[src/rtl/icache_pkg.sv]
// icache_pkg: shared types and width helpers for the set-associative
// instruction cache.
//   state_t      - miss/refill FSM states
//   off_w/idx_w  - offset and index field widths of a byte address
//   tag_w        - remaining tag width
//   byte_w       - byte-in-word bits ignored on fetch addresses
//   word_index   - word-in-line index of a byte address
//   line_word    - extract one word from a refill line
package icache_pkg;

  typedef enum logic [1:0] {IDLE, MISS_REQ, MISS_WAIT} state_t;

  // Upper bounds for the generic helpers below.
  localparam int unsigned MAX_ADDR_W = 128;
  localparam int unsigned MAX_LINE_W = 4096;
  localparam int unsigned MAX_WORD_W = 128;

  function automatic int unsigned off_w(input int unsigned line_words,
                                        input int unsigned word_w);
    return $clog2(line_words * word_w / 8);
  endfunction

  function automatic int unsigned idx_w(input int unsigned sets);
    return $clog2(sets);
  endfunction

  function automatic int unsigned tag_w(input int unsigned addr_w,
                                        input int unsigned line_words,
                                        input int unsigned word_w,
                                        input int unsigned sets);
    return addr_w - off_w(line_words, word_w) - idx_w(sets);
  endfunction

  function automatic int unsigned byte_w(input int unsigned word_w);
    return $clog2(word_w / 8);
  endfunction

  function automatic logic [31:0] word_index(input logic [MAX_ADDR_W-1:0] addr,
                                             input int unsigned bw,
                                             input int unsigned line_words);
    return 32'((addr >> bw) & MAX_ADDR_W'(line_words - 1));
  endfunction

  function automatic logic [MAX_WORD_W-1:0] line_word(input logic [MAX_LINE_W-1:0] line,
                                                      input logic [31:0] word,
                                                      input int unsigned word_w);
    return MAX_WORD_W'(line >> (word * word_w));
  endfunction

endpackage

[src/rtl/icache_victim_sel.sv]
// icache_victim_sel: per-set replacement state and victim choice.
//   clock, reset   - clock, async active-high reset (state cleared to 0)
//   lookup_idx     - set being refilled
//   lookup_valid   - valid bits of that set
//   hit, fill      - update strobes (never both in one cycle)
//   upd_idx/way    - set and way touched by the hit or fill
//   victim         - way to refill: lowest invalid way, else LRU/round-robin
module icache_victim_sel
  import icache_pkg::*;
#(
  parameter int unsigned SETS  = 8,
  parameter int unsigned WAYS  = 2,
  parameter int unsigned IDX_W = 3,
  parameter int unsigned WAY_W = 1
) (
  input  logic             clock,
  input  logic             reset,
  input  logic [IDX_W-1:0] lookup_idx,
  input  logic [WAYS-1:0]  lookup_valid,
  input  logic             hit,
  input  logic             fill,
  input  logic [IDX_W-1:0] upd_idx,
  input  logic [WAY_W-1:0] upd_way,
  output logic [WAY_W-1:0] victim
);

  logic [WAY_W-1:0] repl_way;

  generate
    if (WAYS == 2) begin : g_lru
      // One bit per set naming the least recently used way.
      logic lru_q [SETS];
      always_ff @(posedge clock or posedge reset) begin
        if (reset) begin
          for (int unsigned s = 0; s < SETS; s++) lru_q[s] <= 1'b0;
        end else if (hit || fill) begin
          lru_q[upd_idx] <= ~upd_way[0];
        end
      end
      always_comb repl_way = WAY_W'(lru_q[lookup_idx]);
    end else if (WAYS == 4) begin : g_rr
      logic [1:0] rr_q [SETS];
      always_ff @(posedge clock or posedge reset) begin
        if (reset) begin
          for (int unsigned s = 0; s < SETS; s++) rr_q[s] <= 2'd0;
        end else if (fill) begin
          rr_q[upd_idx] <= rr_q[upd_idx] + 2'd1;
        end
      end
      always_comb repl_way = WAY_W'(rr_q[lookup_idx]);
    end else begin : g_dm
      always_comb repl_way = '0;
    end
  endgenerate

  // Descending scan so the lowest-index invalid way wins.
  always_comb begin
    victim = repl_way;
    for (int unsigned w = WAYS; w > 0; w--) begin
      if (!lookup_valid[w-1]) victim = WAY_W'(w - 1);
    end
  end

endmodule

[src/rtl/icache_sa.sv]
// icache_sa: set-associative instruction cache between fetch and memory.
//   clock, reset          - clock, async active-high reset
//   req_valid/addr/ready  - fetch request handshake (byte address)
//   resp_valid/instr      - one-cycle response pulse, instr held between pulses
//   flush                 - invalidate all lines (deferred while a miss is open)
//   mem_req_valid/addr/ready - line refill request (line-aligned address)
//   mem_resp_valid/data   - refill line, word 0 in the LSBs
module icache_sa
  import icache_pkg::*;
#(
  parameter int unsigned ADDR_W     = 64,
  parameter int unsigned WORD_W     = 32,
  parameter int unsigned LINE_WORDS = 4,
  parameter int unsigned SETS       = 8,
  parameter int unsigned WAYS       = 2
) (
  input  logic                         clock,
  input  logic                         reset,
  input  logic                         req_valid,
  input  logic [ADDR_W-1:0]            req_addr,
  output logic                         req_ready,
  output logic                         resp_valid,
  output logic [WORD_W-1:0]            resp_instr,
  input  logic                         flush,
  output logic                         mem_req_valid,
  output logic [ADDR_W-1:0]            mem_req_addr,
  input  logic                         mem_req_ready,
  input  logic                         mem_resp_valid,
  input  logic [LINE_WORDS*WORD_W-1:0] mem_resp_data
);

  localparam int unsigned OFF_W      = off_w(LINE_WORDS, WORD_W);
  localparam int unsigned IDX_W      = idx_w(SETS);
  localparam int unsigned TAG_W      = tag_w(ADDR_W, LINE_WORDS, WORD_W, SETS);
  localparam int unsigned BYTE_W     = byte_w(WORD_W);
  localparam int unsigned LINE_W     = LINE_WORDS * WORD_W;
  localparam int unsigned LINE_BYTES = LINE_W / 8;
  localparam int unsigned WAY_W      = (WAYS > 1) ? $clog2(WAYS) : 1;

  state_t            state;
  logic [WAYS-1:0]   valid_q [SETS];
  logic [TAG_W-1:0]  tag_q   [WAYS][SETS];
  logic [LINE_W-1:0] data_q  [WAYS][SETS];
  logic              flush_pend;

  logic [TAG_W-1:0]  miss_tag;
  logic [IDX_W-1:0]  miss_idx;
  logic [31:0]       miss_word;

  logic [TAG_W-1:0]  req_tag;
  logic [IDX_W-1:0]  req_idx;
  logic [31:0]       req_word;
  logic              accept;
  logic              hit;
  logic [WAY_W-1:0]  hit_way;
  logic [LINE_W-1:0] hit_line;
  logic              fill;
  logic [WAY_W-1:0]  victim;
  logic [IDX_W-1:0]  upd_idx;
  logic [WAY_W-1:0]  upd_way;

  always_comb begin
    req_tag  = req_addr[ADDR_W-1 -: TAG_W];
    req_idx  = req_addr[OFF_W +: IDX_W];
    req_word = word_index(MAX_ADDR_W'(req_addr), BYTE_W, LINE_WORDS);
  end

  // Gated by reset so the fetch stage sees not-ready during reset.
  always_comb req_ready = (state == IDLE) && !flush && !flush_pend && !reset;
  always_comb accept    = req_valid && req_ready;
  always_comb fill      = (state == MISS_WAIT) && mem_resp_valid;

  always_comb begin
    hit      = 1'b0;
    hit_way  = '0;
    hit_line = '0;
    for (int unsigned w = 0; w < WAYS; w++) begin
      if (valid_q[req_idx][w] && (tag_q[w][req_idx] == req_tag)) begin
        hit      = 1'b1;
        hit_way  = WAY_W'(w);
        hit_line = data_q[w][req_idx];
      end
    end
  end

  always_comb begin
    upd_idx = fill ? miss_idx : req_idx;
    upd_way = fill ? victim : hit_way;
  end

  icache_victim_sel #(
    .SETS  (SETS),
    .WAYS  (WAYS),
    .IDX_W (IDX_W),
    .WAY_W (WAY_W)
  ) u_victim (
    .clock        (clock),
    .reset        (reset),
    .lookup_idx   (miss_idx),
    .lookup_valid (valid_q[miss_idx]),
    .hit          (accept && hit),
    .fill         (fill),
    .upd_idx      (upd_idx),
    .upd_way      (upd_way),
    .victim       (victim)
  );

  // Tag and line storage carry no reset; valid bits gate their use.
  always_ff @(posedge clock) begin
    if (fill) begin
      tag_q[victim][miss_idx]  <= miss_tag;
      data_q[victim][miss_idx] <= mem_resp_data;
    end
  end

  always_ff @(posedge clock or posedge reset) begin
    if (reset) begin
      state         <= IDLE;
      for (int unsigned s = 0; s < SETS; s++) valid_q[s] <= '0;
      flush_pend    <= 1'b0;
      resp_valid    <= 1'b0;
      resp_instr    <= '0;
      mem_req_valid <= 1'b0;
      mem_req_addr  <= '0;
      miss_tag      <= '0;
      miss_idx      <= '0;
      miss_word     <= '0;
    end else begin
      resp_valid <= 1'b0;
      case (state)
        IDLE: begin
          if (flush || flush_pend) begin
            for (int unsigned s = 0; s < SETS; s++) valid_q[s] <= '0;
            flush_pend <= 1'b0;
          end else if (accept) begin
            if (hit) begin
              resp_valid <= 1'b1;
              resp_instr <= WORD_W'(line_word(MAX_LINE_W'(hit_line), req_word, WORD_W));
            end else begin
              miss_tag      <= req_tag;
              miss_idx      <= req_idx;
              miss_word     <= req_word;
              mem_req_valid <= 1'b1;
              mem_req_addr  <= req_addr & ~ADDR_W'(LINE_BYTES - 1);
              state         <= MISS_REQ;
            end
          end
        end
        MISS_REQ: begin
          if (flush) flush_pend <= 1'b1;
          if (mem_req_ready) begin
            mem_req_valid <= 1'b0;
            state         <= MISS_WAIT;
          end
        end
        MISS_WAIT: begin
          if (flush) flush_pend <= 1'b1;
          if (mem_resp_valid) begin
            valid_q[miss_idx][victim] <= 1'b1;
            resp_valid <= 1'b1;
            resp_instr <= WORD_W'(line_word(MAX_LINE_W'(mem_resp_data), miss_word, WORD_W));
            state      <= IDLE;
          end
        end
        default: state <= IDLE;
      endcase
    end
  end

endmodule

[config.mk]
export PLATFORM = sky130hd
export DESIGN_NAME = icache_sa
export DESIGN_NICKNAME = d
export VERILOG_FILES = /design/src/rtl/icache_pkg.sv /design/src/rtl/icache_victim_sel.sv /design/src/rtl/icache_sa.sv
export SDC_FILE = /design/constraint.sdc
export NUM_CORES = 2
export LEC_CHECK = 0
export CAP_MARGIN = 0
export CORE_ASPECT_RATIO = 1.5
export CORE_MARGIN = 1.5
export CORE_UTILIZATION = 50
export CTS_BUF_LIST = sky130_fd_sc_hd__clkbuf_16
export DETAILED_ROUTE_END_ITERATION = 7
export GPL_TIMING_DRIVEN = 0
export PLACE_DENSITY = 0.67
export SKIP_LAST_GASP = 1
export SLEW_MARGIN = 0
export SYNTH_ARGS = -nofsm -noshare
export SYNTH_HDL_FRONTEND = slang
export SYNTH_SLANG_ARGS = --single-unit
[constraint.sdc]
create_clock -name clock -period 27.5 [get_ports clock]
set_clock_uncertainty 0.05 [all_clocks]
set_input_delay 4.125 -clock clock [delete_from_list [all_inputs] [get_ports clock]]
set_output_delay 4.125 -clock clock [all_outputs]
set_load 0.05 [all_outputs]
* After elaboration in Yosys (flattened, before gate mapping)
Memory sizes are Yosys's and may differ from the RTL's.
Cells that the tools add are included.
** Storage, ports and cells
- RAM bits :: 2960
- Register bits :: 183
- Bits of input ports :: 198
- Output and inout bits :: 99
- Memories :: 2
** Operators by class
- Bitwise operators :: 7
- Eq/ne operators :: 12
- Reduce and logical (&&, ||, !) cells :: 27
- Mux-type cells :: 71
- $lt $le $gt $ge :: 7
- Shift operators :: 2
** Memories
- data_q :: depth 2, bits a word 1024, read ports 2, clocked after Yosys merged registers in 0, write ports 1, RTL line icache_sa.sv:43 : logic [LINE_W-1:0] data_q [WAYS][SETS];
- tag_q :: depth 2, bits a word 456, read ports 2, clocked after Yosys merged registers in 0, write ports 1, RTL line icache_sa.sv:42 : logic [TAG_W-1:0] tag_q [WAYS][SETS];
** Operators with widths (count)
- two-way mux 1024 bit :: 1
- two-way mux 128 bit :: 7
- binary-select mux 128 bit (select 3 bit) :: 2
- two-way mux 456 bit :: 1
- demux 128 bit (select 3 bit) :: 1
- binary-select mux 57 bit (select 3 bit) :: 2
- two-way mux 57 bit :: 5
- >> shifter 128 x 7 -> 32 bit :: 2
- demux 57 bit (select 3 bit) :: 1
- two-way mux 32 bit :: 4
- equality test 57 bit :: 2
- case mux 32 bit (2 select lines) :: 1
- two-way mux 16 bit :: 2
- case mux 16 bit (2 select lines) :: 1
- two-way mux 1 bit :: 21
- two-way mux 2 bit :: 10
- bitwise OR 16 bit :: 1
- AND reduction 5 bit :: 3
- binary-select mux 2 bit (select 3 bit) :: 2
- >= comparator 4 bit (second input constant) :: 3
- inequality test 2 bit (second input constant) :: 6
- NOT 3 -> 4 bit :: 3
- logical AND 1 bit :: 11
- bitwise mux 8 bit :: 1
- other kinds (21) :: 33

* Depth between registers and ports, before layout
- Depth after elaboration :: 15
- Depth in mapped cells :: 18
- Gate-level depth less buffers :: 10

* By module
A second synthesis with hierarchy kept.
** Second synthesis, totals
- Cell total of the unflattened synthesis :: 5517
- Area total of the unflattened synthesis :: 121449.0 um2
** Modules (own cells, without submodules)
- icache_sa :: cells each 5478, times used 1, seq. area each 91763.0 um2, area an instance 121023.6 um2
- icache_victim_sel :: cells each 39, times used 1, seq. area each 200.2 um2, area an instance 425.4 um2

* Worst setup path before layout
No wires, ideal clock.
- Path type :: input -> register
- From :: in mem_resp_valid
- To :: mem data_q[1][640] (netlist bit) (enable)
- Library setup time :: 1249 ps
- Arrival time :: 23629 ps
- Stages :: 4
- Slack :: 2573 ps
- Required time :: 26201 ps
- Cells stage by stage :: nand2_1 > or2_2 > clkbuf_1 > nor4b_1
** On the way
- Word-level cells in the longest chain between the ends :: 3
** Ends and longest elaborated chain
- start: declaration :: RTL line icache_sa.sv:28 : input logic mem_resp_valid,
- logical AND 1 bit :: RTL line icache_sa.sv:71 : always_comb fill = (state == MISS_WAIT) && mem_resp_valid;
- two-way mux 1 bit :: RTL line icache_sa.sv:110 : if (fill) begin
- two-way mux 1024 bit (implied by the code) :: RTL line icache_sa.sv:112 : data_q[victim][miss_idx] <= mem_resp_data;
- end: declaration :: RTL line icache_sa.sv:43
No other way between the ends.

==> run_results.csv <==
group,metric,value,unit
run_status,run_status,"completed",
floorplanning,io_pins,297,
cts,clkLatencyLatePin,0.87,ns
power_and_ir_drop,cellLeakagePower,44.93,nW
power_and_ir_drop,clkPwrFrac,35.3,%
cts,numCtsBuffers,290,
yosys,synth_top_area_share,73.96,%
detailed_routing,firstDrtPassIters,8,
global_routing,antenna_found_initial,37,
final_layout,fin_util,58.26,%
sta,fin_tns_setup,0,ns
power_and_ir_drop,ir_drop,0.00007032,V
sta,tightest_slew,1.448,ns
cts,post_cts.repair.setup_buffers,0,
sta,rsz0062_at_grt,"false",
worst_setup_path,cpPeakStageDelay,0.85,ns
yosys,yosys.area.top_type,"edfxtp_1",
cts,clock_path_buffers,4,
sta,hold_viol,0,
worst_setup_path,r2r_start,"mem_req_addr[6]",
floorplanning,die_y,603.4,um
sta,setup_viol,0,
final_layout,drive_above_1_share,26.24,%
yosys,synthTopCellsByArea,"edfxtp_1 74%, mux4_2 15%, dfrtp_1 2.6%, mux2i_1 2.5%, mux2_2 0.86%",
power_and_ir_drop,switchingPower,2.880,mW
worst_setup_path,path_class,"in -> reg",
detailed_routing,ant_nets,0,
yosys,synthMostInstantiatedCell,"edfxtp_1",
detailed_routing,wl_per_cell,36.44,um
sta,slew_headroom,3.493,%
final_layout,fin_nets,6321,
yosys,synth-async-reset-ratio,3.990,%
worst_hold_path,worst_hold_path_type,"reg -> reg",
flow_run,max-cap-violations,0,
yosys,netlist_area,120200,um2
detailed_routing,finalWirelength,345000,um
floorplanning,die_x,403.3,um
sta,fmax,0.09430,GHz
yosys,yosysSeqAreaShare,76.52,%
worst_setup_path,critPathLaunch,"req_addr[5]",
worst_hold_path,min-delay-start,"resp_instr[26]",
cts,clock_sinks,3083,
global_routing,grt_pass1_vias,62267,
sta,fin_crit_sh,38.56,%
worst_setup_path,crit_path_frequent_cell,"buf_6",
yosys,syn_area_per_cell,22.64,um2
final_layout,design_area,139400,um2
detailed_routing,num_vias,60563,
yosys,synthCells,5308,
power_and_ir_drop,intPower,8.162,mW
sta,slew_violations,0,
cts,cts.root.buffer_cell,"clkbuf_16",
sta,fin_crit,10.60,ns
cts,ctsResizeCount,0,
detailed_routing,drcViolationCount,0,
power_and_ir_drop,powerDensity,79.23,nW/um2
final_layout,synthToLayoutAreaGrowth,15.97,%
power_and_ir_drop,power_frac_seq,52.9,%
power_and_ir_drop,swShare,26.09,%
worst_setup_path,cp_max_fo,10,
placement,port_buffers,285,
floorplanning,coreArea,239200,um2
yosys,ys_ff_latch,3083,
worst_setup_path,worstPathRequired,28.06,ns
placement,gp_congestion,0.9232,
placement,place_area,130300,um2
worst_setup_path,cp_cell_sequence,"buf_6 > buf_6 > buf_4 > buf_2 > buf_2 > mux2i_1 > xor2_1 > nand3_1 > nor4_1 > nand4_1 > nor4bb_1 > buf_2 > nand2_1 > nand2_1 > nor3_2 > buf_6 > buf_6 > buf_6 > buf_8 > buf_8 > buf_6",
global_routing,grt_max_degree,82,
global_routing,grt-ovfl-total,0,
floorplanning,start_util,50.24,%
worst_setup_path,slowest_stage,"buf_2",
worst_setup_path,crit_path_start_kind,"primary input",
cts,cts_tree,"built",
global_routing,grt_pass1_wl,475400,um
yosys,synthDistinctLibCells,70,
placement,hpwl,242400,um
worst_setup_path,cp.arrival,11.16,ns
yosys,yosys-top-cells-count,"2,960 x edfxtp_1, 801 x mux4_2, 303 x mux2i_1",
yosys,ys_dominant_reg_cell,"edfxtp_1",
yosys,synth_edf_count,2960,
floorplanning,rows,220,
worst_setup_path,endpoint_kind,"flip-flop",
detailed_routing,avgViaCountPerCell,6.397,
detailed_routing,drt_iter0_drc,7123,
cts,ctsHoldBuffers,0,
cts,cts_max_level,5,
cts,clk_pin_slew_worst_paths,0.06,ns
global_routing,grt.total_usage,28.27,%
yosys,ys_warn_count,0,
power_and_ir_drop,comb_power_share,11.8,%
floorplanning,die_area,243400,um2
==> state kept, by name, summed over array words and instances, names as in the netlist <==
signal	count
valid_q	16
miss_idx	2
state	2
mem_req_addr	1
tag_q	912
miss_tag	57
mem_req_valid	1
data_q	2048
resp_instr	32
flush_pend	1
u_victim.g_lru.lru_q	8
resp_valid	1
miss_word	2
==> placed cells by master (no fill, tap or decap), types with 15 or more instances in the layout <==
cell             Yosys  routed
clkbuf_16            0     295
nor4_1              32      31
a22oi_1             62      62
edfxtp_1          2960    2960
buf_1               51      46
xnor2_1             39      39
mux4_2             801     801
o22a_1              34      34
xor2_1              21      21
buf_2               64      69
nor3_1              16      15
nand3_1             56      56
buf_6               10      36
o21ai_0             28      28
inv_1               10      79
mux2_2              92      92
o22ai_1             22      22
bufinv_16            0      22
mux2i_1            303     303
a21oi_1             24      24
inv_6                0      15
nand4_1             22      22
clkinv_1             1      68
dfrtp_1            123     123
clkinv_2             0      35
a22o_1              19      19
o211ai_1            37      37
nand2_1            101     101
nor2_1              48      40
buf_4               27     130
clkbuf_1           130     120
buf_12               0      68
buf_16               0      25
clkdlybuf4s50_1      0     285
==> final timing paths <==
kind | end | slack [ns] | depth (start not counted)
min in group asynchronous | miss_tag[5] | 3.66 | 2
min reg2reg | resp_instr[26] | 0.44 | 2
max in group asynchronous | resp_instr[19] | 22.66 | 3
max reg2reg | data_q[0][787] | 21.50 | 14
max | data_q[0][110] | 16.90 | 21
min | resp_instr[26] | 0.44 | 2
==> routing by layer <==
layer / part of all wire (%) / GRT usage (%)
met4: 5.6 / 13.92
met5: 0.056 / 0
met1: 34 / 33.07
met3: 7.6 / 4.728
met2: 53 / 50.35
==> critical path: cells and delay by family <==
family                    cells  cell delay, ns
xor gates and xnor gates      1            0.65
muxes                         1            0.36
and+or+nand+nor               7            2.54
buffers and inverters        12            3.40
==> power groups by stage <==
stage	clock network (mW)	registers, mW	logic, mW
after CTS	3.94	5.83	1.30
final	3.90	5.84	1.30
after floorplan	0	6.04	0.522
after global routing	4.10	5.87	1.35
after global placement	0	5.98	1.25
after detailed placement	0	5.93	1.30
==> metrics by stage <==
stage,power (mW),setup WS [ns],instances,hold WS (ns)
global placement,7.227,-22.05,8704,0.4222
detailed placement,7.232,16.28,8933,0.4255
finish,11.04,16.90,9468,0.4387
global route,11.32,17.02,9458,0.4682
floorplan,6.567,2.573,5311,0.4131
CTS,11.08,17.14,9452,0.4406
==> final cells by class <==
cell class	count	area (um2)
Clock buffer	295	7382
Inverter	12	52.55
Antenna cell	14	35.03
Multi-Input combinational cell	1930	26940
Clock inverter	224	1638
Fill cell	17017	99840
Timing Repair Buffer	516	6103
Sequential cell	3083	91960
Buffer	286	1364
Tap cell	3108	3889
==> cell families after synthesis <==
group | synth area share [%]
xor gates and xnor gates | 0.4373
DFF | 76.52
and+or+nand+nor | 1.674
muxes | 18.42
AOI/OAI and AO/OA | 1.749
adders and majority gates | 0.04165
other | 0.003120
buffers and inverters | 1.157
Note: power is estimated with default switching activity, not from simulation.
